`config.mk`:
```
export PLATFORM = sky130hd
export DESIGN_NAME = otter_mmio_router
export DESIGN_NICKNAME = d
export VERILOG_FILES = /design/src/rtl/otter_mmio_router.sv
export SDC_FILE = /design/constraint.sdc
export NUM_CORES = 1
export LEC_CHECK = 0
export CAP_MARGIN = 20
export CORE_AREA = 4 4 197 199
export CTS_BUF_LIST = sky130_fd_sc_hd__clkbuf_2 sky130_fd_sc_hd__clkbuf_4 sky130_fd_sc_hd__clkbuf_8
export DETAILED_ROUTE_END_ITERATION = 6
export DIE_AREA = 0 0 201 203
export PLACE_DENSITY_LB_ADDON = 0.08
export SLEW_MARGIN = 20
export SYNTH_ARGS = -nofsm -noshare
export SYNTH_HDL_FRONTEND = slang
export SYNTH_SLANG_ARGS = --single-unit
```
`constraint.sdc`:
```
create_clock -name i_clk -period 3.05 [get_ports i_clk]
set_input_delay 0.4575 -clock i_clk [delete_from_list [all_inputs] [get_ports i_clk]]
set_output_delay 0.4575 -clock i_clk [all_outputs]
set_load 0.01 [all_outputs]
```
`src/rtl/otter_mmio_router.sv`:
```
// Memory-mapped bus router: one master port fanned out to N_SLAVES address regions.
// Three-state handshake (IDLE/ACCESS/RESP) with bus timeout and an error response for unmapped or illegal requests.
module otter_mmio_router #(
  parameter int                      N_SLAVES       = 4,
  parameter logic [32*N_SLAVES-1:0]  SLV_BASE       = {32'h1140_0000, 32'h1120_0000,
                                                       32'h1100_0000, 32'h8000_0000},
  parameter logic [32*N_SLAVES-1:0]  SLV_MASK       = {32'hFFFF_0000, 32'hFFFF_0000,
                                                       32'hFFFF_0000, 32'h8000_0000},
  parameter int                      TIMEOUT_CYCLES = 255,
  parameter logic [31:0]             ERR_RDATA      = 32'hDEAD_BEEF
) (
  input  logic                    i_clk,
  input  logic                    i_rst_n,
  input  logic                    i_m_re,
  input  logic                    i_m_we,
  input  logic [3:0]              i_m_sel,
  input  logic [31:0]             i_m_addr,
  input  logic [31:0]             i_m_wdata,
  output logic [31:0]             o_m_rdata,
  output logic                    o_m_ready,
  output logic                    o_m_err,
  output logic [N_SLAVES-1:0]     o_s_re,
  output logic [N_SLAVES-1:0]     o_s_we,
  output logic [4*N_SLAVES-1:0]   o_s_sel,
  output logic [32*N_SLAVES-1:0]  o_s_addr,
  output logic [32*N_SLAVES-1:0]  o_s_wdata,
  input  logic [32*N_SLAVES-1:0]  i_s_rdata,
  input  logic [N_SLAVES-1:0]     i_s_ack
);

  localparam int SW = (N_SLAVES > 1) ? $clog2(N_SLAVES) : 1;
  localparam int CW = (TIMEOUT_CYCLES > 0) ? $clog2(TIMEOUT_CYCLES + 1) : 1;
  // Timeout fires on the cycle that would make the count reach TIMEOUT_CYCLES.
  localparam logic [CW-1:0] CNT_LAST = (TIMEOUT_CYCLES > 0) ? CW'(TIMEOUT_CYCLES - 1) : '0;

  typedef enum logic [1:0] {S_IDLE, S_ACCESS, S_RESP} state_t;

  state_t          r_state, w_state_next;
  logic [31:0]     r_addr, r_wdata, r_rdata;
  logic [3:0]      r_sel;
  logic            r_re, r_we, r_err;
  logic [SW-1:0]   r_tgt, w_tgt;
  logic [CW-1:0]   r_cnt;

  logic [N_SLAVES-1:0] w_match, w_act;
  logic [31:0]         w_s_rdata [N_SLAVES];
  logic                w_hit, w_req, w_legal, w_ack, w_timeout;

  genvar gi;
  generate
    for (gi = 0; gi < N_SLAVES; gi++) begin : g_slv
      assign w_match[gi]   = (i_m_addr & SLV_MASK[32*gi +: 32]) == SLV_BASE[32*gi +: 32];
      assign w_s_rdata[gi] = i_s_rdata[32*gi +: 32];
      assign w_act[gi]     = (r_state == S_ACCESS) && (r_tgt == SW'(gi));
      assign o_s_re[gi]            = w_act[gi] & r_re;
      assign o_s_we[gi]            = w_act[gi] & r_we;
      assign o_s_sel[4*gi +: 4]    = w_act[gi] ? r_sel   : 4'h0;
      assign o_s_addr[32*gi +: 32] = w_act[gi] ? r_addr  : 32'h0;
      assign o_s_wdata[32*gi +: 32]= w_act[gi] ? r_wdata : 32'h0;
    end
  endgenerate

  // Scan downward so the lowest matching index is the last one written.
  always_comb begin
    w_tgt = '0;
    w_hit = 1'b0;
    for (int i = N_SLAVES - 1; i >= 0; i--) begin
      if (w_match[i]) begin
        w_tgt = SW'(i);
        w_hit = 1'b1;
      end
    end
  end

  assign w_req     = i_m_re | i_m_we;
  assign w_legal   = w_hit & ~(i_m_re & i_m_we);
  assign w_ack     = i_s_ack[r_tgt];
  assign w_timeout = (TIMEOUT_CYCLES != 0) && (r_cnt == CNT_LAST);

  always_ff @(posedge i_clk or negedge i_rst_n) begin
    if (!i_rst_n) r_state <= S_IDLE;
    else          r_state <= w_state_next;
  end

  always_comb begin
    w_state_next = r_state;
    case (r_state)
      S_IDLE:   if (w_req) w_state_next = w_legal ? S_ACCESS : S_RESP;
      S_ACCESS: if (w_ack || w_timeout) w_state_next = S_RESP;
      S_RESP:   w_state_next = S_IDLE;
      default:  w_state_next = S_IDLE;
    endcase
  end

  always_ff @(posedge i_clk or negedge i_rst_n) begin
    if (!i_rst_n) begin
      r_addr  <= '0;
      r_wdata <= '0;
      r_rdata <= '0;
      r_sel   <= '0;
      r_re    <= 1'b0;
      r_we    <= 1'b0;
      r_err   <= 1'b0;
      r_tgt   <= '0;
      r_cnt   <= '0;
    end else begin
      case (r_state)
        S_IDLE: if (w_req) begin
          r_addr  <= i_m_addr;
          r_wdata <= i_m_wdata;
          r_sel   <= i_m_sel;
          r_re    <= i_m_re;
          r_we    <= i_m_we;
          r_tgt   <= w_tgt;
          r_err   <= ~w_legal;
          r_rdata <= '0;
        end
        S_ACCESS: begin
          if (w_ack) begin
            r_rdata <= r_re ? w_s_rdata[r_tgt] : 32'h0;
            r_err   <= 1'b0;
          end else if (w_timeout) begin
            r_err   <= 1'b1;
          end else if (r_cnt != {CW{1'b1}}) begin
            r_cnt   <= r_cnt + 1'b1;
          end
        end
        S_RESP:  r_cnt <= '0;
        default: r_cnt <= '0;
      endcase
    end
  end

  assign o_m_ready = (r_state == S_RESP);
  assign o_m_err   = o_m_ready & r_err;
  assign o_m_rdata = !o_m_ready ? 32'h0 :
                     r_err      ? (r_re ? ERR_RDATA : 32'h0) : r_rdata;

endmodule
```
Yosys cells after proc, flatten, opt, wreduce, memory -nomap -nowiden

Index checks and enable logic that the tools add are counted.

Equal/unequal tests: 17
Order comparisons: 2
Bitwise operators: 16
Mux-type cells: 44
Reductions and logical operators: 13
$add $sub $neg: 1

Operators by type and width:

| cell                                                                     | count |
|---|---|
| 32-bit two-way mux                                                       | 16 |
| 32-bit binary-select mux with 2-bit select                               | 1 |
| 32-bit one-hot mux with 2 select lines                                   | 1 |
| 16-bit by 13-bit == test with 1-bit output (second input constant)       | 3 |
| 8-bit two-way mux                                                        | 3 |
| 4-bit two-way mux                                                        | 4 |
| 8-bit one-hot mux with 2 select lines                                    | 1 |
| 2-bit two-way mux                                                        | 7 |
| 1-bit bitwise AND                                                        | 11 |
| 8-bit by 1-bit adder with 8-bit output (second input constant)           | 1 |
| 8-bit == test (second input constant)                                    | 1 |
| 1-bit two-way mux                                                        | 8 |
| 2-bit inequality test (second input constant)                            | 4 |
| 8-bit inequality test (second input constant)                            | 1 |
| 2-bit == test (second input constant)                                    | 3 |
| 3-bit AND reduction                                                      | 2 |
| 2-bit by 1-bit == test with 1-bit output (second input constant)         | 2 |
| 1-bit logical AND                                                        | 4 |
| 2-bit logical NOT                                                        | 2 |
| 2-bit by 1-bit inequality test with 1-bit output (second input constant) | 2 |
| 2-bit one-hot mux with 2 select lines                                    | 1 |
| 2-bit AND reduction                                                      | 2 |
| 4-bit AND reduction                                                      | 1 |
| 3-bit greater-or-equal comparator (second input constant)                | 1 |
| other kinds (9)                                                          | 11 |

Output and inout port bits: 314
Bits of input ports: 204
Flip-flop bits (word level): 115

Longest topological paths before layout

Word-level depth: 9
Depth in mapped cells: 7
Depth with buffers taken out: 6

Least setup slack after synthesis

No wires, ideal clock.

Kind: reg-to-output
From: reg r_tgt[0]
To: out o_s_wdata[85]
Stages on the path, launching flop included: 7
Arrival time: 1.581 ns
Slack: 1.012 ns
Cells stage by stage: dfrtp_1 buf_2 nand2b_1 nor2_1 clkbuf_1 clkbuf_1 and2_1

Cells in the longest elaborated chain, start to end: 3

RTL lines:

| element                | RTL line | source |
|---|---|---|
| start, declared        | 42       | `logic [SW-1:0] r_tgt, w_tgt;` |
| start signal, assigned | 114      | `r_tgt <= w_tgt;` |
| 2-bit == test          | 54       | `assign w_act[gi] = (r_state == S_ACCESS) && (r_tgt == SW'(gi));` |
| 1-bit logical AND      | 54       |  |
| 32-bit two-way mux     | 59       | `assign o_s_wdata[32*gi +: 32]= w_act[gi] ? r_wdata : 32'h0;` |
| end, declared          | 26       | `output logic [32*N_SLAVES-1:0] o_s_wdata,` |

Every way passes these cells.

Final worst setup path

From: reg r_state[1]
To: out o_s_addr[99]

Cells in the longest elaborated chain, start to end: 3

RTL lines:

| element                                  | RTL line | source |
|---|---|---|
| start, declared                          | 38       | `state_t r_state, w_state_next;` |
| start signal, assigned                   | 82       | `else r_state <= w_state_next;` |
| 2-bit by 1-bit == test with 1-bit output | 54       |  |
| 1-bit logical AND                        | 54       |  |
| 32-bit two-way mux                       | 58       | `assign o_s_addr[32*gi +: 32] = w_act[gi] ? r_addr : 32'h0;` |
| end, declared                            | 25       | `output logic [32*N_SLAVES-1:0] o_s_addr,` |

Every way passes these cells.

==> run metrics <==
Post-Route WL=between 30 and 40 mm; vias per cell=4.23; Setup crit end kind=primary output; TritonCTS buffer count=17; Post-synth ARST share=100%; outcome=finished, final reports clean; die area=0.0408 mm^2; Final Util=approximately 37%; largest net degree at the start of global routing=70; Clock Skew=0.0117 ns; critical path type=reg -> out; CTS H-tree depth=4; Pwr Density=503 mW/mm^2; final worst path period share=between 90% and 100%; # clock sinks=115; multi-input combinational cell area=0.00451 mm^2; # port buffers=517; total of max-cap violations=0; measured slew at the worst slew-check pin=0.648 ns; peak supply drop=0.262 mV; #FFs+latches synth=115; Routed Antenna Nets=0; RSZ-0062 raised after global routing=no; layout filler cell count=between 3,000 and 4,000; CP max stage delay=approximately 0.6 ns; register area=0.00288 mm^2; post-DR wirelength/cell=just under 20 um; GRT Total Usage=between 10% and 20%; overall via count from detail_route=8,038; hold path depth=2; Period minus WS final=2.90 ns; Hold Crit Class=reg -> reg; GP Congestion=around 0.8; P_leak=5.87 nW; io pins=518; nets@finish=1,616; CP Buf/Inv Count=3; clk_lat worst skew=~0.43 ns; Cells after Synth=922; most frequent cells in the layout=clkdlybuf4s50_1 (516), and2_1 (288), nand2_1 (282); number of global-route vias before repair=8,511; CP cell instances=nand2b_2 -> buf_4 -> nor2_4 -> buf_12 -> and2_1 -> clkdlybuf4s50_1; Achievable Freq=0.344 GHz; Chip Height=203 um; Yosys cell types=42; slew margin rel.=between 50% and 60%; Slowest cell on crit path=clkdlybuf4s50_1; post-synthesis sequential area ratio=37.6%; TritonCTS clock tree=done; Root Driver=clkbuf_8; core box area=0.0372 mm^2; most common cell after layout, fill and taps aside=clkdlybuf4s50_1; number of flops mapped to enable cells by yosys=0; DP HPWL=29.0 mm; Initial Util=roughly a fifth; clock tree buffer depth=2; Final setup viols=0; top_reg_cell synth=dfrtp_1; YS warnings=0; initial antenna violation count=6; Layout area overhead=82.6%; post-route setup TNS=0 ns; clk slew on worst S/H paths=0.07 ns; WP depth=6; Final Hold Fails=0; Crit path arrival time=2.45 ns; Synthesized Nets=1,128; drt pass-1 iters=4; mapped cell area=0.00764 mm^2; critical path required time=approximately 2.6 ns; grt total ovfl=0; row cnt=71; max-slew violations=0; crit path launch type=flop; share of layout cells above drive strength 1=7.73%; critical path fanouts, max=41; initial drt markers=about 270; R2R depth=5; first-pass GRT wire length=between 50 and 60 mm; Die X=201 um; Mean Syn Cell Area=8.29 um^2; CP top delay family=buffers and inverters; number of remaining DRC errors=0
==> Yosys cell counts, types with 2 or more instances <==
library cell	count	area [um^2]
inv_1	2	7.51
buf_2	13	65.1
nor2b_1	4	25.0
and2_1	289	1810
mux4_2	33	743
nor3_1	2	10.0
a21oi_1	2	10.0
clkbuf_1	59	221
o21ai_0	3	15.0
or2_2	3	18.8
nand3_1	2	10.0
xnor2_1	5	43.8
o21ai_1	32	160
nand2_1	283	1060
nor2_1	15	56.3
nand2b_1	4	25.0
ha_1	2	25.0
o31ai_1	2	15.0
a21o_1	24	180
dfrtp_1	115	2880
a211oi_1	3	22.5
a31oi_1	2	12.5
nand4_1	4	25.0
==> through the flow <==
| step | hold slack (ns) | setup slack (ns) | area, um^2 | instances | power [mW] |
|---|---|---|---|---|---|
| after floorplan | 0.162 | 1.01 | 7640 | 922 | 3.78 |
| after global placement | 0.462 | 0.425 | 13400 | 1863 | 5.38 |
| after detailed placement | 0.469 | 0.398 | 13400 | 1863 | 5.41 |
| after CTS | 0.487 | 0.0114 | 13900 | 1897 | 7.20 |
| after global routing | 0.510 | 0.00646 | 14000 | 1897 | 7.59 |
| final | 0.479 | 0.146 | 14000 | 1898 | 7.02 |
==> layout make-up <==
cell class	instances	share of cell area, %
flip-flops and latches	115	20.6
well taps	474	4.25
clock buffers	20	1.88
clock inverters	12	1.46
multi-input cells	733	32.3
repair buffers	541	39.3
diodes	1	0.0179
inverters	2	0.0538
==> per-layer routing <==
layer / up-vias / part of all wire [%] / GRT usage, %
met5: - / 0.11 / 0
met4: 6 / 0.89 / 3.24
met3: 19 / 7.6 / 6.04
met2: 310 / 50 / 31.3
met1: 3792 / 41 / 21.3
li1: 3911 / - / -
==> report_power, final <==
group	total, mW	switching [mW]	internal (mW)
sequential	2.84	0.767	2.07
clock	1.72	0.699	1.02
combinational	2.47	1.26	1.21
total	7.02	2.72	4.30
==> tightest hold or removal path, delay by kind of cell, from the launching register on <==
family / cells / cell delay, ns
flops: 1 / 0.34
simple gates: 1 / 0.05
compound gates: 1 / 0.06
==> worst paths after layout <==
kind | slack, ns | startpoint | end
max in group asynchronous | 1.79 | i_rst_n | r_state[0]
min in group asynchronous | 0.56 | i_rst_n | r_rdata[0]
max | 0.15 | r_state[1] | o_s_addr[99]
min | 0.48 | r_rdata[20] | r_rdata[20]
max reg2reg | 0.73 | r_tgt[1] | r_cnt[5]
min reg2reg | 0.48 | r_rdata[20] | r_rdata[20]
==> cell families (layout without fill, tap and decap cells) <==
family,after synthesis,after routing,synth area share (%)
AND/OR/NAND/NOR,614,614,40.6
flip-flops,115,115,37.6
AO/OA/AOI/OAI,78,78,7.06
buffers and inverters,74,575,3.85
multiplexers,34,34,9.92
XOR/XNOR,5,5,0.573
adder cells (fa/ha/maj),2,2,0.327
other,0,1,0
==> sequential cells by signal, indices dropped and copies added (netlist names) <==
register / flops
r_addr: 32
r_cnt: 8
r_err: 1
r_rdata: 32
r_re: 1
r_sel: 4
r_state: 2
r_tgt: 2
r_wdata: 32
r_we: 1
==> what timing repair did <==
action | CTS | global route
cloned | 0 | 0
endpoints found under the setup margin | 128 | 91
resized for setup | 1 | 3
hold buffers | 1 | 0
endpoints found under the hold margin | 4 | 0
pin swaps | 1 | 0
setup buffers | 1 | 0
Power figures use the tool's default switching activity.
